## src/rtl/opl_op_cfg_ring_pkg.sv

```systemverilog
// Shared definitions for the OPL per-operator configuration ring.
package opl_op_cfg_ring_pkg;

  localparam int unsigned LEN_DEF = 18;
  localparam int unsigned W_DEF   = 32;

  localparam int unsigned MUL_LANE_HI   = 31;
  localparam int unsigned MUL_LANE_LO   = 24;
  localparam int unsigned KSLTL_LANE_HI = 23;
  localparam int unsigned KSLTL_LANE_LO = 16;
  localparam int unsigned ARDR_LANE_HI  = 15;
  localparam int unsigned ARDR_LANE_LO  = 8;
  localparam int unsigned SLRR_LANE_HI  = 7;
  localparam int unsigned SLRR_LANE_LO  = 0;

  // Field view of one slot's configuration word.
  typedef struct packed {
    logic       amen;
    logic       viben;
    logic       en_sus;
    logic       ks;
    logic [3:0] mul;
    logic [1:0] ksl;
    logic [5:0] tl;
    logic [3:0] ar;
    logic [3:0] dr;
    logic [3:0] sl;
    logic [3:0] rr;
  } op_cfg_t;

endpackage

```

## src/rtl/opl_sh_ring.sv

```systemverilog
// Generic clock-enabled shift register; output is the last stage.
module opl_sh_ring #(
  parameter int unsigned width  = 1,
  parameter int unsigned stages = 2,
  parameter logic [width-1:0] rstval = '0
) (
  input  logic             clk,
  input  logic             rst_n,
  input  logic             cen,
  input  logic [width-1:0] din,
  output logic [width-1:0] drop
);

  logic [width-1:0] bank [stages];

  always_ff @(posedge clk or negedge rst_n) begin
    if (!rst_n) begin
      for (int i = 0; i < int'(stages); i++) bank[i] <= rstval;
    end else if (cen) begin
      bank[0] <= din;
      for (int i = 1; i < int'(stages); i++) bank[i] <= bank[i-1];
    end
  end

  assign drop = bank[stages-1];

endmodule

```

## src/rtl/opl_op_cfg_ring.sv

```systemverilog
// Per-operator configuration store: circulating ring with lane-wise CPU writes
// into the slot currently at the ring output.
module opl_op_cfg_ring
  import opl_op_cfg_ring_pkg::*;
#(
  parameter int unsigned LEN = LEN_DEF,
  parameter int unsigned W   = W_DEF
) (
  input  logic         clk,
  input  logic         rst_n,
  input  logic         cen,
  input  logic [7:0]   din,
  input  logic         up_mult,
  input  logic         up_ksl_tl,
  input  logic         up_ar_dr,
  input  logic         up_sl_rr,
  input  logic         update_op_I,
  input  logic         update_op_II,
  input  logic         update_op_IV,
  output logic [W-1:0] shift_out
);

  logic [W-1:0] next_in;

  // Each lane is qualified by the pipeline stage that consumes it downstream.
  always_comb begin
    next_in = shift_out;
    if (up_mult && update_op_II)   next_in[MUL_LANE_HI:MUL_LANE_LO]     = din;
    if (up_ksl_tl && update_op_IV) next_in[KSLTL_LANE_HI:KSLTL_LANE_LO] = din;
    if (up_ar_dr && update_op_I)   next_in[ARDR_LANE_HI:ARDR_LANE_LO]   = din;
    if (up_sl_rr && update_op_I)   next_in[SLRR_LANE_HI:SLRR_LANE_LO]   = din;
  end

  opl_sh_ring #(
    .width  (W),
    .stages (LEN),
    .rstval ('0)
  ) u_ring (
    .clk   (clk),
    .rst_n (rst_n),
    .cen   (cen),
    .din   (next_in),
    .drop  (shift_out)
  );

endmodule

```

## config.mk

```make
export PLATFORM = sky130hd
export DESIGN_NAME = opl_op_cfg_ring
export DESIGN_NICKNAME = d
export VERILOG_FILES = /design/src/rtl/opl_op_cfg_ring_pkg.sv /design/src/rtl/opl_sh_ring.sv /design/src/rtl/opl_op_cfg_ring.sv
export SDC_FILE = /design/constraint.sdc
export NUM_CORES = 1
export LEC_CHECK = 0
export BUFFER_PORTS_ARGS = -buffer_cell sky130_fd_sc_hd__buf_2
export CAP_MARGIN = 30
export CORE_MARGIN = 10
export CORE_UTILIZATION = 40
export DETAILED_ROUTE_END_ITERATION = 10
export PLACE_DENSITY_LB_ADDON = 0.05
export SYNTH_ARGS = -nofsm -noshare
export SYNTH_HDL_FRONTEND = slang
export SYNTH_SLANG_ARGS = --single-unit
```

## constraint.sdc

```tcl
create_clock -name clk -period 0.9 [get_ports clk]
set_input_delay 0.135 -clock clk [delete_from_list [all_inputs] [get_ports clk]]
set_output_delay 0.135 -clock clk [all_outputs]
set_load 0.01 [all_outputs]
```

## Word-level counts from Yosys, hierarchy flattened

Cells that the tools add are included.

| operators by class | value |
|---|---|
| multiplexer cells | 4 |
| reduce and logical (&&, ||, !) cells | 4 |

Operator list:

| operator | number |
|---|---|
| $mux W8 | 4 |
| $logic_and A1 B1 Y1 | 4 |

| word-level totals | value |
|---|---|
| register bits after elaboration | 576 |
| output and inout port bits | 32 |
| logic and storage cells | 26 |

## Logic depth before layout (Yosys ltp)

| depth | value |
|---|---|
| depth in word-level cells | 2 |
| gate-level depth with buffers | 6 |
| depth with buffers taken out | 2 |

## Cells and area by module

A second synthesis with hierarchy kept.

| second synthesis, totals | value |
|---|---|
| cells, all modules | 1284 |
| area total of the unflattened synthesis | 22252.6 sq um |

Modules (own cells, without submodules):

| module | instances | cells each | area each (sq um) | seq. area each (sq um) |
|---|---|---|---|---|
| opl_sh_ring | 1 | 1248 | 21867.2 | 14413.8 |
| opl_op_cfg_ring | 1 | 36 | 385.4 | 0.0 |

## Least setup slack after synthesis

No wires, ideal clock.

| path | value |
|---|---|
| path kind | in2reg |
| start point | input port cen |
| end point | register u_ring.bank[33] (netlist bit) |
| setup time | 125 ps |
| arrival | 959 ps |
| required time | 775 ps |
| slack | -185 ps |
| cell stages on the path | 5 |
| cells stage by stage | buf_2 > buf_6 > buf_6 > buf_6 > mux2_4 |

RTL lines:

| what | RTL line | text |
|---|---|---|
| from (decl) | opl_op_cfg_ring.sv:11 | `input logic cen,` |
| to (decl) | opl_sh_ring.sv:14 | `logic [width-1:0] bank [stages];` |

No word-level cell between the ends.

## Worst setup path after layout

| path | value |
|---|---|
| start point | register u_ring.bank (netlist bit u_ring.drop[17]) |
| end point | output port shift_out[17] |

RTL lines:

| what | RTL line | text |
|---|---|---|
| to (decl) | opl_op_cfg_ring.sv:20 | `output logic [W-1:0] shift_out` |

No word-level cell between the ends.

==> impl_metrics.json <==
{
  "internal_power_uw": 67870,
  "place_hpwl_um": 24150,
  "dpl_cell_area_um2": 24120,
  "power_uw": 89740,
  "max_cap_violations": 0,
  "power_frac_seq_pct": 48.7,
  "reg2reg_slack_ps": -510,
  "die_y_um": 256.4,
  "core_area_um2": 55200,
  "drive_gt1_share_pct": 56.12,
  "start_util_pct": 40.48,
  "grt_pass1_vias": 12050,
  "synthMuxAreaShare_pct": 28.31,
  "leakage_uw": 0.01211,
  "pin_count": 50,
  "synth_simple_gate_area_share_pct": 1.254,
  "fin_area_um2": 27300,
  "startpoint": "u_ring.drop[17]$_DFFE_PN0P_",
  "synthTopCellsByArea": "dfrtp_1, mux2_2, mux2_4",
  "num-nets-final": 1549,
  "synth_area_um2": 22350,
  "syn-num-nets": 1381,
  "critPathRequiredTime_ps": 760,
  "relSlewSlack_pct": 72.14,
  "p_switching_uw": 21870,
  "violations": "setup timing",
  "tightest_slew_ps": 417.9,
  "finalHoldViolCount": 0,
  "vias": 11070,
  "root_buffer": "clkbuf_16",
  "hold_path_end": "u_ring.bank[208]$_DFFE_PN0P_",
  "numCtsBuffers": 66,
  "cp.arrival_ps": 1280,
  "path_clk_slew_ps": 60,
  "vias_per_cell": 4.760,
  "htree_levels": 3,
  "finalSetupViolations": 67,
  "post-place-ws_ps": -310.7,
  "dpl.cell_count": 2155,
  "status": "finished with violations",
  "cts_tree": "yes",
  "finalNonFillerCells": 2325,
  "final_common_cell": "dfrtp_1",
  "yosysSeqAreaShare_pct": 64.51,
  "synthCells": 1363,
  "gp_congestion": 0.6824,
  "ys_types": 12,
  "drtIter0Drc": 482,
  "synth_xor_xnor_area_share_pct": 0,
  "synth_largest_area_cell": "dfrtp_1",
  "synth_adder_area_share_pct": 0,
  "drtPass1Iterations": 4,
  "p_clk_share_pct": 29.4,
  "min_period_ps": 1414,
  "yosysWarnings": 0,
  "die_w_um": 256.4,
  "routed_wl_um": 38690,
  "clock_skew_ps": 19.95,
  "grt_usage_pct": 12.06,
  "p_per_area_nw_per_um2": 3287,
  "io_buffer_count": 49,
  "cp-start-kind": "flip-flop",
  "r2r_cells": 7,
  "critical_path_class": "flip-flop to output port",
  "num_rows": 86,
  "cts_sinks": 576,
  "wire_per_inst_um": 16.64,
  "grt_pass1_wl_um": 65000,
  "area_delta_synth_final_pct": 22.20,
  "critPathCaptureType": "output port",
  "r2r_end": "u_ring.bank[561]$_DFFE_PN0P_",
  "peakVddDrop_mv": 1.638,
  "tns_ps": -16780,
  "path_max_fanout": 2,
  "drc": 0,
  "antenna_left": 0,
  "netSwitchingFraction_pct": 24.37,
  "insertedDiodeCount": 0,
  "rsz0062_at_grt": "true",
  "dieArea_um2": 65720,
  "final.fill_count": 4740,
  "reg2reg_from": "u_ring.drop[17]$_DFFE_PN0P_",
  "hold_class": "primary input to flip-flop",
  "fin_crit_sh_pct": 157.1,
  "clock.fmax_mhz": 707.4,
  "grt_max_degree": 78,
  "clk_path_buf_depth": 3,
  "p_comb_share_pct": 21.9,
  "grt_antenna_before_repair": 0,
  "hold_depth": 3,
  "clk_latency_ps": 580,
  "drv_slew": 0,
  "grt_overflow": 0,
  "synth_compound_area_share_pct": 2.329,
  "synth_top_area_share_pct": 64.51,
  "syn_area_per_cell_um2": 16.39,
  "fin_ws_ps": -513.6,
  "synth_top_family_by_area": "multiplexers",
  "most-common-layout-cells": "dfrtp_1, mux2_2, buf_6",
  "hp-start": "cen",
  "ys_seq_elements": 576
}
worst max path at each step:
stage,end,slack (ps)
2_1_floorplan,u_ring.bank[33]$_DFFE_PN0P_,-150
3_3_place_gp,u_ring.bank[311]$_DFFE_PN0P_,-290
3_5_place_dp,u_ring.bank[450]$_DFFE_PN0P_,-310
4_1_cts,shift_out[17],-570
5_1_grt,shift_out[17],-570
6_report,shift_out[17],-510
worst max-delay path: stages, from the launching register on:
cell and delay [ps]:
dfrtp_2 450, buf_6 130, buf_6 110
area by class of cell:
class / count / area [um2] / area share (%)
timing repair buffer: 215 / 2422 / 8.871
sequential: 576 / 14430 / 52.83
multi-input combinational: 672 / 7360 / 26.95
clock inverter: 12 / 138.9 / 0.5086
tap: 748 / 935.9 / 3.428
clock buffer: 102 / 2023 / 7.410
routing by layer:
metal / vias to the layer above / part of all wire (%) / GRT usage, %
met3: 90 / 3.5 / 2.937
li1: 5125 / - / -
met4: 0 / 2.7 / 4.464
met5: - / 0 / 0
met2: 116 / 46 / 18.59
met1: 5736 / 47 / 16.27
kinds of logic after synthesis:
kind of cell / count (synthesis)
AND/OR/NAND/NOR: 64
AO/OA/AOI/OAI: 64
flip-flops: 576
buffers and inverters: 115
multiplexers: 544
per-stage QoR:
stage	util (%)	hold WS, ps
6_report	49.47	33.41
4_1_cts	48.84	2.834
5_1_grt	49.47	13.88
3_5_place_dp	43.69	219.5
3_3_place_gp	43.69	221.4
2_1_floorplan	-	-160.6
synthesized netlist by cell type:
| library cell | n |
|---|---|
| dfrtp_1 | 576 |
| mux2_2 | 491 |
| buf_4 | 73 |
| mux2_4 | 53 |
| a21bo_2 | 32 |
| a31oi_1 | 32 |
| nand3_1 | 32 |
| nor2_1 | 32 |
| buf_2 | 20 |
| clkbuf_1 | 11 |
| buf_6 | 10 |
| buf_1 | 1 |
power by group through the flow:
stage	Combinational [uW]	Clock, uW	Sequential (uW)
after floorplan	14100	0	41600
after global placement	16200	0	44100
after detailed placement	16600	0	44300
after CTS	19000	27500	43900
after global routing	21500	28500	45400
final	19600	26400	43700
registers in the layout (all words and copies together) (netlist names):
signal and flops:
u_ring.drop 32, u_ring.bank 544
repair_timing:
item / in CTS / in global routing
hold endpoints to repair: 609 / 0
pin swaps: 21 / 17
setup endpoints to repair: 41 / 89
buffers inserted: 32 / 9
cloned: 0 / 0
gates resized for setup: 66 / 53
hold buffers: 17 / 0
(Power assumes the default switching activity.)
